### src/rtl/uart_rx_os.sv
// Oversampling UART receiver: configurable data/parity/stop bits,
// 3-sample majority vote, start-glitch rejection, error flags.
// Ports: clk, rst (sync, active-high), rx (async serial in, idles high),
//   data/valid/ready (held word + handshake), parity_err, frame_err,
//   overrun (sticky until next handshake), busy (not IDLE).
module uart_rx_os #(
   parameter int CLK_FREQ   = 50000000,
   parameter int BAUD_RATE  = 9600,
   parameter int OVERSAMPLE = 16,
   parameter int DATA_BITS  = 8,
   parameter int PARITY     = 0,
   parameter int STOP_BITS  = 1
) (
   input  logic                 clk,
   input  logic                 rst,
   input  logic                 rx,
   output logic [DATA_BITS-1:0] data,
   output logic                 valid,
   input  logic                 ready,
   output logic                 parity_err,
   output logic                 frame_err,
   output logic                 overrun,
   output logic                 busy
);

   localparam int TICK_DIV = CLK_FREQ / (BAUD_RATE * OVERSAMPLE);
   localparam int TW = (TICK_DIV > 1) ? $clog2(TICK_DIV) : 1;
   localparam int SW = $clog2(OVERSAMPLE);

   localparam logic [TW-1:0] T_LAST = TW'(TICK_DIV - 1);
   localparam logic [SW-1:0] S_LAST = SW'(OVERSAMPLE - 1);
   localparam logic [SW-1:0] S_V0   = SW'(OVERSAMPLE / 2 - 1);
   localparam logic [SW-1:0] S_V1   = SW'(OVERSAMPLE / 2);
   localparam logic [SW-1:0] S_V2   = SW'(OVERSAMPLE / 2 + 1);
   localparam logic [3:0]    B_LAST = 4'(DATA_BITS - 1);
   localparam logic          P_LAST = 1'(STOP_BITS - 1);

   typedef enum logic [2:0] {
      IDLE, START, DATA, PAR, STOP, BREAK
   } state_t;

   state_t               state;
   logic                 rx_m, rx_s;
   logic [TW-1:0]        tcnt;
   logic [SW-1:0]        s;
   logic                 smp0, smp1;
   logic [3:0]           bcnt;
   logic                 scnt;
   logic [DATA_BITS-1:0] shreg;
   logic                 perr_r, ferr_r;

   logic tick, smp3, bit_end, vote, last_stop, par_x, hs;

   assign tick      = (state != IDLE) && (tcnt == T_LAST);
   assign smp3      = tick && (s == S_V2);
   assign bit_end   = tick && (s == S_LAST);
   // third sample taken live from rx_s so the vote is usable on its tick
   assign vote      = (smp0 & smp1) | (smp0 & rx_s) | (smp1 & rx_s);
   assign last_stop = (scnt == P_LAST);
   assign par_x     = (^shreg) ^ vote;
   assign hs        = valid && ready;
   assign busy      = (state != IDLE);

   always_ff @(posedge clk) begin
      if (rst) begin
         rx_m       <= 1'b1;
         rx_s       <= 1'b1;
         state      <= IDLE;
         tcnt       <= '0;
         s          <= '0;
         smp0       <= 1'b0;
         smp1       <= 1'b0;
         bcnt       <= '0;
         scnt       <= 1'b0;
         shreg      <= '0;
         perr_r     <= 1'b0;
         ferr_r     <= 1'b0;
         data       <= '0;
         valid      <= 1'b0;
         parity_err <= 1'b0;
         frame_err  <= 1'b0;
         overrun    <= 1'b0;
      end else begin
         rx_m <= rx;
         rx_s <= rx_m;

         if (state == IDLE) begin
            tcnt <= '0;
            s    <= '0;
         end else begin
            tcnt <= tick ? '0 : tcnt + 1'b1;
            if (tick)
               s <= (s == S_LAST) ? '0 : s + 1'b1;
         end

         if (tick && s == S_V0) smp0 <= rx_s;
         if (tick && s == S_V1) smp1 <= rx_s;

         if (hs) begin
            valid   <= 1'b0;
            overrun <= 1'b0;
         end

         unique case (state)
            IDLE: begin
               if (!rx_s) begin
                  state  <= START;
                  bcnt   <= '0;
                  scnt   <= 1'b0;
                  perr_r <= 1'b0;
                  ferr_r <= 1'b0;
               end
            end
            START: begin
               if (smp3 && vote)
                  state <= IDLE;
               else if (bit_end)
                  state <= DATA;
            end
            DATA: begin
               if (smp3)
                  shreg <= {vote, shreg[DATA_BITS-1:1]};
               if (bit_end) begin
                  if (bcnt == B_LAST) begin
                     bcnt  <= '0;
                     state <= (PARITY != 0) ? PAR : STOP;
                  end else begin
                     bcnt <= bcnt + 1'b1;
                  end
               end
            end
            PAR: begin
               if (smp3)
                  perr_r <= (PARITY == 1) ? ~par_x : par_x;
               if (bit_end)
                  state <= STOP;
            end
            STOP: begin
               if (smp3 && !vote)
                  ferr_r <= 1'b1;
               // final stop bit completes mid-bit to allow early resync
               if (smp3 && last_stop) begin
                  data       <= shreg;
                  parity_err <= perr_r;
                  frame_err  <= ferr_r | ~vote;
                  valid      <= 1'b1;
                  if (valid && !ready)
                     overrun <= 1'b1;
                  state <= vote ? IDLE : BREAK;
               end else if (bit_end) begin
                  scnt <= scnt + 1'b1;
               end
            end
            BREAK: begin
               if (rx_s)
                  state <= IDLE;
            end
            default: state <= IDLE;
         endcase
      end
   end

endmodule

### config.mk
export PLATFORM = sky130hd
export DESIGN_NAME = uart_rx_os
export DESIGN_NICKNAME = d
export VERILOG_FILES = /design/src/rtl/uart_rx_os.sv
export SDC_FILE = /design/constraint.sdc
export NUM_CORES = 1
export LEC_CHECK = 0
export ABC_AREA = 1
export BUFFER_PORTS_ARGS = -buffer_cell sky130_fd_sc_hd__buf_4
export CELL_PAD_IN_SITES_DETAIL_PLACEMENT = 0
export CELL_PAD_IN_SITES_GLOBAL_PLACEMENT = 1
export CORE_ASPECT_RATIO = 1.5
export CORE_MARGIN = 5
export CORE_UTILIZATION = 35
export DETAILED_ROUTE_END_ITERATION = 7
export PLACE_DENSITY = 0.73
export SKIP_CTS_REPAIR_TIMING = 1
export SLEW_MARGIN = 20
export SYNTH_ARGS = -nofsm -noshare
export SYNTH_HDL_FRONTEND = slang
export SYNTH_SLANG_ARGS = --single-unit
### constraint.sdc
create_clock -name clk -period 2.6 [get_ports clk]
set_clock_uncertainty 0.2 [all_clocks]
set_input_delay 0.65 -clock clk [delete_from_list [all_inputs] [get_ports clk]]
set_output_delay 0.65 -clock clk [all_outputs]
set_load 0.02 [all_outputs]
==> impl_metrics.yaml, run 1 <==
synthesis:
  synth-seq-cells: 47
  synth_top_area_share: 0.417
  yosys.area.top_type: "dfxtp_1"
  synthTopCellsByArea: "dfxtp_1, nand2_1, inv_1"
  syn_area_mm2: 0.00225
  synth_area_per_cell_um2: 7.34
  synth_cells: 307
  synth_cell_types: 35
  yosys_warnings: 0
  synth_nets: 317
  yosysSeqAreaShare: 0.417
clock_network:
  cts_tree: "yes"
  clk_pin_slew_ns: 0.10
  cts_sinks: 47
  clk_latency_ns: 0.31
  clock_path_buffers: 2
  cts-root-buf: "clkbuf_8"
  cts-buffers-inserted: 5
  cts.htree.levels: 2
pwr:
  clockPowerShare: 0.278
  combPwrFrac: 0.314
  leakagePower_uw: 0.00106
  switching_share: 0.378
  power.switching_uw: 766
  power_density_mw_per_mm2: 791
  internal_power_uw: 1260
  ir_drop_uv: 329
  pwr-share-seq: 0.408
drt:
  wirelength_um: 4850
  drc_errors: 0
  drtAntennaViolNets: 0
  vias: 1927
  firstDrtPassIters: 4
  routedWlPerCell_um: 12.1
  dr.first_iter.drc_count: 78
  avgViaCountPerCell: 4.81
critical_path:
  cp_max_fo: 8
  r2r_start: "state[2]"
  required_ns: 1.75
  start_kind: "flop"
  rr_worst_depth: 10
  crit_start: "state[2]"
  arrival_ns: 1.24
  end_kind: "output port"
  worstSetupPathType: "reg -> out"
sta:
  whs_ns: 0.223
  setup_tns_ns: 0
  setup_viol: 0
  finalCritPeriodShare: 0.804
  rsz0062_at_grt: "no"
  post-route-min-period_ns: 2.09
  hold_viol_final: 0
  drv_slew: 0
  fmax_mhz: 478
  slew_headroom: 0.686
  tightest_slew_ns: 0.470
global_route:
  track_usage: 0.128
  grt_pass1_wl_um: 8020
  antenna_found_initial: 0
  grt_start_max_net_pins: 21
  grt_overflow_total: 0
  grt_pass1_vias: 1841
floorplan:
  die_h_um: 108
  core_mm2: 0.00622
  num_rows: 35
  die-area_mm2: 0.00818
  io_pins: 17
  die_w_um: 75.5
  start_util: 0.363
run_status:
  status: "finished clean"
hold_path:
  hp-class: "reg -> reg"
  hp-start: "rx_m"
  whs_path_depth: 1
place:
  port_buffers: 16
  place_congestion: 0.788
  placed_cells: 393
  place_area_mm2: 0.00245
  hpwl_um: 3660
job:
  cap_violations: 0
finish:
  n_antenna_cell: 0
  fin_cells: 401
  layout-drive-gt1-share: 0.141
  syn_to_final_growth_pct: 13.7
  fin_nets: 336
  final_area_mm2: 0.00256
power groups by stage:
stage	clock (uW)	sequential [uW]	combinational, uW
after floorplan	0	830	490
after global placement	0	842	639
after detailed placement	0	840	639
after CTS	588	826	642
after global routing	617	836	732
final	563	826	637
cell usage in the layout, fill, tap and decap left out, types with 3 or more instances in the layout:
cell type	instances
nand2_1	53
nor3b_1	4
inv_1	44
a21oi_1	32
or2_2	3
nand4_1	3
nor2_1	34
nand3b_1	3
xnor2_1	5
inv_2	4
nor3_1	6
xor2_1	3
clkbuf_8	5
dfxtp_1	47
buf_4	18
nand3_1	13
o21ai_1	10
nand2_2	4
o21ai_0	11
ha_1	6
area by class of cell:
type                       count  area, um^2
clock buffer                   5        68.8
clock inverter                 3        47.5
fill                         682        3660
inverter                      50         190
multi-input combinational    204        1090
sequential                    47         941
tap                           74        92.6
timing repair buffer          18         135
Yosys cell counts, drive strengths merged:
library cell and number:
a21oi 32, nand3 16, a31oi 1, a211oi 2
buf 4, nor3 6, nand4 3, clkbuf 2
nor4b 1, nor4 1, dfxtp 47, or2 3
clkinv 1, nand3b 3, ha 6, nor2 37
o21ai 21, nand2 58, nor3b 5, xor2 3
xnor2 5, o31ai 1, inv 49
registers in the layout (all words and copies together) (netlist names), 3 cells and up, named ones only:
register / cells
state: 3
tcnt: 9
shreg: 8
s: 4
bcnt: 4
data: 8
per-stage QoR:
stage	setup slack [ns]	total power, uW	utilization
global route	0.425	2190	0.412
floorplan	0.834	1320	-
CTS	0.510	2050	0.412
finish	0.509	2030	0.412
detailed placement	0.640	1480	0.393
global placement	0.660	1480	0.393
kinds of logic after synthesis:
family,share of synthesized area
simple gates,0.287
compound gates,0.130
buf+inv,0.100
flops,0.417
xor+xnor,0.0311
fa+ha+maj,0.0333
worst max-delay path: stages (launching register included):
cell,delay [ns]
dfxtp_1,0.46
inv_2,0.09
nand2_2,0.20
buf_4,0.19
path summary, 6_finish.rpt:
kind	to	slack, ns
worst max-delay path	busy	0.51
worst min register to register	rx_s	0.22
worst min-delay path	rx_s	0.22
worst max register to register	state[0]	0.64
metal layers:
metal	wire (um)	vias up	global-route usage
met5	0	-	0
met4	120	0	0.0613
met3	138	7	0.0288
met2	2550	23	0.227
met1	2050	882	0.138
li1	-	1015	-
Power figures use the tool's default switching activity.
==> run 2, diff against run 1 <==
--- a/config.mk
+++ b/config.mk
@@ -5,7 +5,7 @@
 export SDC_FILE = /design/constraint.sdc
 export NUM_CORES = 1
 export LEC_CHECK = 0
-export ABC_AREA = 1
+export ABC_AREA = 0
 export BUFFER_PORTS_ARGS = -buffer_cell sky130_fd_sc_hd__buf_4
 export CELL_PAD_IN_SITES_DETAIL_PLACEMENT = 0
 export CELL_PAD_IN_SITES_GLOBAL_PLACEMENT = 1
@@ -13,7 +13,7 @@
 export CORE_MARGIN = 5
 export CORE_UTILIZATION = 35
 export DETAILED_ROUTE_END_ITERATION = 7
-export PLACE_DENSITY = 0.73
+export PLACE_DENSITY = 0.74
 export SKIP_CTS_REPAIR_TIMING = 1
 export SLEW_MARGIN = 20
 export SYNTH_ARGS = -nofsm -noshare
==> constraint.sdc (replaced) <==
create_clock -name clk -period 1.9 [get_ports clk]
set_clock_uncertainty 0.2 [all_clocks]
set_input_delay 0.475 -clock clk [delete_from_list [all_inputs] [get_ports clk]]
set_output_delay 0.475 -clock clk [all_outputs]
set_load 0.02 [all_outputs]
==> run 2 against run 1 <==
- sequential share of layout area down 5.2 points
- synthesized cell count down 17%
- final area rose by 18%
- via count increased by 1.7%
- the run now ends with negative setup slack left
- non-clock buffer count grew 37
- total power decreased by 1.7%
- hold slack got worse by 0.070 ns
- combinational power decreased by 64%
==> impl_metrics.yaml, run 2 <==
synthesis:
  synth_ff_type: "dfxtp_1"
  synth-seq-cells: 47
  synth_area_per_cell_um2: 8.88
  synth_nets: 265
  yosysSeqAreaShare: 0.416
  synth_cells: 255
  syn_area_mm2: 0.00226
  synth_cell_types: 55
  yosysMostFrequentCell: "dfxtp_1"
  synth-async-reset-ratio: 0
  synth_top_area_share: 0.416
  synthTopCellsByArea: "dfxtp_1, mux2i_1, nor2_1"
  yosys.area.top_type: "dfxtp_1"
  yosys_warnings: 0
  synth_edf_count: 0
  ys_top_cells_by_count: "dfxtp_1, nor2_1, nand2_1, a21oi_1, mux2i_1"
global_route:
  antenna_found_initial: 0
  track_usage: 0.129
  grt_pass1_wl_um: 8360
  grt_start_max_net_pins: 31
  grt_overflow_total: 0
  grt_pass1_vias: 1893
pwr:
  power_density_mw_per_mm2: 658
  pwr-share-seq: 0.506
  clockPowerShare: 0.379
  leakagePower_uw: 0.00121
  internal_power_uw: 1490
  combPwrFrac: 0.115
  power.switching_uw: 503
  ir_drop_uv: 334
  design_power_total_uw: 1990
  switching_share: 0.253
critical_path:
  required_ns: 1.22
  reg2reg_slack_ns: 0.01
  crit_slowest_cell: "or3_4"
  cpPeakStageDelay_ns: 0.43
  cp_max_fo: 5
  crit_chain: "or3_4 > buf_6"
  r2r_end: "data[3]"
  r2r_start: "tcnt[1]"
  start_kind: "flop"
  arrival_ns: 1.26
  worstSetupPathType: "reg -> out"
  end_kind: "output port"
  rr_worst_depth: 8
finish:
  top_regs: "tcnt (9), data (8), shreg (8)"
  largest_reg_flops: 9
  final_common_cell: "buf_4"
  n_antenna_cell: 0
  seq_area_um2: 953
  syn_to_final_growth_pct: 33.7
  layout-drive-gt1-share: 0.380
  regMostFlops: "tcnt"
  layout_common_cells: "buf_4, dfxtp_1, nor2_1, nand2_1, mux2i_1"
  fin_nets: 314
  multi_input_area_mm2: 0.00140
  nFillCells: 628
floorplan:
  die-area_mm2: 0.00821
  start_util: 0.354
  io_pins: 17
  die_h_um: 108
  core_mm2: 0.00640
  num_rows: 36
  die_w_um: 75.7
hold_path:
  hp-start: "ready"
  hp-class: "in -> reg"
  whs_path_depth: 2
clock_network:
  cts-root-buf: "clkbuf_8"
  clock_path_buffers: 2
  clk_pin_slew_ns: 0.10
  cts-buffers-inserted: 5
  clk_latency_ns: 0.30
  cts.htree.levels: 2
  cts_sinks: 47
  cts_tree: "yes"
run_status:
  status: "finished with violations"
  violations: "negative setup slack"
sta:
  drv_slew: 0
  slew_headroom: 0.675
  setup_tns_ns: -0.0388
  post-route-min-period_ns: 1.94
  fmax_mhz: 516
  hold_viol_final: 0
  tightest_slew_ns: 0.482
  rsz0062_at_grt: "yes"
  setup_viol: 1
  worst_slack_ns: -0.0388
  finalCritPeriodShare: 1.02
drt:
  wirelength_um: 5000
  firstDrtPassIters: 4
  dr.first_iter.drc_count: 180
  avgViaCountPerCell: 5.14
  drc_errors: 0
  routedWlPerCell_um: 13.1
  drtAntennaViolNets: 0
  vias: 1959
place:
  place_congestion: 0.923
  hpwl_um: 3630
  port_buffers: 16
job:
  cap_violations: 0
[run 2: worst max-delay path by stage]
stage             start  endpoint  slack, ns
6_report       state[2]      busy      -0.04
5_1_grt         tcnt[1]   bcnt[3]      -0.08
4_1_cts        state[2]      busy      -0.11
3_5_place_dp       s[0]  state[2]      -0.06
3_3_place_gp       s[1]   bcnt[0]      -0.01
2_1_floorplan   tcnt[3]   data[6]       0.02
[run 2: cell type report]
type	count	share of cell area
flip-flops and latches	47	0.315
clock buffers	5	0.0227
clock inverters	3	0.0153
inverters	8	0.00992
multi-input cells	187	0.461
well taps	76	0.0314
repair buffers	55	0.144
[run 2: logic make-up after synthesis]
kind of cell,after synthesis,synth area share
muxes,13,0.0580
adders and majority gates,6,0.0332
xor gates and xnor gates,17,0.0658
DFF,47,0.416
AOI/OAI and AO/OA,42,0.123
and+or+nand+nor,109,0.255
buffers and inverters,21,0.0486
[run 2: per-stage QoR]
stage	hold WS [ns]	setup slack, ns	util	instance area (um^2)	cells
final	0.154	-0.0388	0.473	3030	381
after floorplan	0.189	0.0185	-	2260	255
after CTS	0.145	-0.113	0.437	2800	378
after global routing	0.143	-0.0753	0.473	3030	381
after global placement	0.200	-0.0134	0.419	2680	370
after detailed placement	0.202	-0.0618	0.419	2680	370
[run 2: layer usage]
metal	global-route usage	vias to the layer above	wire, um
met5	0	-	0
met4	0.0413	0	91
met3	0.0251	9	185
met2	0.226	37	2660
met1	0.153	938	2070
li1	-	975	-
[run 2: power groups by stage]
stage / Combinational [uW] / Clock, uW / Sequential, uW
final: 229 / 754 / 1010
after global placement: 208 / 0 / 1030
after global routing: 253 / 827 / 1010
after detailed placement: 209 / 0 / 1030
after CTS: 209 / 782 / 1010
after floorplan: 136 / 0 / 1030
[run 2: worst max-delay path, delay by kind of cell (launching register included)]
family        cells  cell delay [ns]
simple gates      1             0.43
flops             1             0.37
buf+inv           1             0.15
==> run 3, diff against run 2 <==
--- a/config.mk
+++ b/config.mk
@@ -13,7 +13,7 @@
 export CORE_MARGIN = 5
 export CORE_UTILIZATION = 35
 export DETAILED_ROUTE_END_ITERATION = 7
-export PLACE_DENSITY = 0.74
+export PLACE_DENSITY_LB_ADDON = 0.1
 export SKIP_CTS_REPAIR_TIMING = 1
 export SLEW_MARGIN = 20
 export SYNTH_ARGS = -nofsm -noshare
==> constraint.sdc (replaced) <==
create_clock -name clk -period 1.6 [get_ports clk]
set_clock_uncertainty 0.2 [all_clocks]
set_input_delay 0.4 -clock clk [delete_from_list [all_inputs] [get_ports clk]]
set_output_delay 0.4 -clock clk [all_outputs]
set_load 0.02 [all_outputs]
==> run 3 against run 2 <==
- the flow still finishes with violations (negative setup slack)
- clock power up 24%
- total power up 26%
- critical path depth up 1
- critical path type unchanged
- critical endpoint unchanged
==> impl_metrics.yaml, run 3 (synthesis gave the netlist of run 2 again) <==
place:
  port_buffers: 16
  hpwl_um: 4160
  place_ws_ns: -0.360
  place_congestion: 0.795
drt:
  dr.first_iter.drc_count: 80
  firstDrtPassIters: 4
  avgViaCountPerCell: 5.03
  routedWlPerCell_um: 14.4
  wirelength_um: 5800
  vias: 2031
  drc_errors: 0
  drtAntennaViolNets: 0
finish:
  regMostFlops: "tcnt"
  layout_common_cells: "buf_4, dfxtp_1, nor2_1, buf_6"
  n_antenna_cell: 0
  fin_nets: 337
  syn_to_final_growth_pct: 46.7
  final_common_cell: "buf_4"
  largest_reg_flops: 9
  fin_util: 0.519
  top_regs: "tcnt (9), data (8), shreg (8)"
  layout-drive-gt1-share: 0.488
run_status:
  status: "finished with violations"
  violations: "negative setup slack"
global_route:
  gr-usage-met2: 0.278
  antenna_found_initial: 0
  grt_start_max_net_pins: 17
  track_usage: 0.148
  grtUsageMet1: 0.154
  grt-busiest-layer: "met2"
  met3_usage: 0.0307
  grt_overflow_total: 0
  grt_pass1_vias: 2007
  grt_pass1_wl_um: 9340
floorplan:
  die-area_mm2: 0.00821
  die_w_um: 75.7
  io_pins: 17
  start_util: 0.354
  die_h_um: 108
  num_rows: 36
  core_mm2: 0.00640
pwr:
  internal_power_uw: 1890
  pwr-share-seq: 0.479
  design_power_total_uw: 2520
  clockPowerShare: 0.371
  ir_drop_uv: 376
  switching_share: 0.251
  power.switching_uw: 632
  leakagePower_uw: 0.00141
  power_density_mw_per_mm2: 758
  combPwrFrac: 0.150
clock_network:
  clk_pin_slew_ns: 0.09
  clock_path_buffers: 2
  cts_tree: "yes"
  cts-buffers-inserted: 5
  cts_sinks: 47
  clk_latency_ns: 0.30
  cts.htree.levels: 2
  cts-root-buf: "clkbuf_8"
sta:
  hold_viol_final: 0
  rsz0062_at_grt: "yes"
  finalCritPeriodShare: 1.22
  tightest_slew_ns: 0.502
  setup_tns_ns: -8.81
  setup_viol: 46
  fmax_mhz: 514
  worst_slack_ns: -0.345
  drv_slew: 0
  slew_headroom: 0.656
  post-route-min-period_ns: 1.94
hold_path:
  hp-class: "in -> reg"
critical_path:
  arrival_ns: 1.34
  cp_max_fo: 6
  end_kind: "output port"
  reg2reg_slack_ns: -0.33
  worstSetupPathType: "reg -> out"
  start_kind: "flop"
  required_ns: 1.00
job:
  cap_violations: 0
-- run 3: area by class of cell --
| class | count | area, um^2 |
|---|---|---|
| clock inverters | 2 | 38.8 |
| multi-input cells | 188 | 1480 |
| inverters | 8 | 30.0 |
| clock buffers | 6 | 82.6 |
| repair buffers | 77 | 647 |
| fillers | 637 | 3080 |
| flip-flops and latches | 47 | 952 |
| well taps | 76 | 95.1 |
-- run 3: layer usage --
layer  part of all wire  wire, um  up-vias
li1                   -         -     1030
met2               0.57      3280       30
met3              0.022       129       13
met1               0.39      2230      958
met4              0.027       158        0
met5                  0         0        -
-- run 3: power groups by stage --
stage	sequential (uW)	combinational, uW	clock, uW
finish	1210	378	933
global route	1210	404	1030
CTS	1200	296	981
detailed placement	1230	294	0
global placement	1230	297	0
floorplan	1220	169	0
-- run 3: worst max-delay path: stages, from the launching register on --
cell and delay (ns):
dfxtp_4 0.38, or3_4 0.41, buf_6 0.13, buf_6 0.12
-- run 3: final timing paths --
path	start	to	cells past startpoint
hold reg to reg	rx_m	rx_s	1
hold / removal	rx	rx_m	2
setup / recovery	state[0]	busy	3
setup reg to reg	tcnt[0]	state[2]	8
-- run 3: stage by stage --
| step | cells | hold WS (ns) | area, um^2 |
|---|---|---|---|
| floorplan | 255 | 0.189 | 2300 |
| global placement | 385 | 0.201 | 2830 |
| detailed placement | 385 | 0.201 | 2830 |
| CTS | 393 | 0.0721 | 2950 |
| global route | 404 | 0.0709 | 3320 |
| finish | 404 | 0.0834 | 3320 |
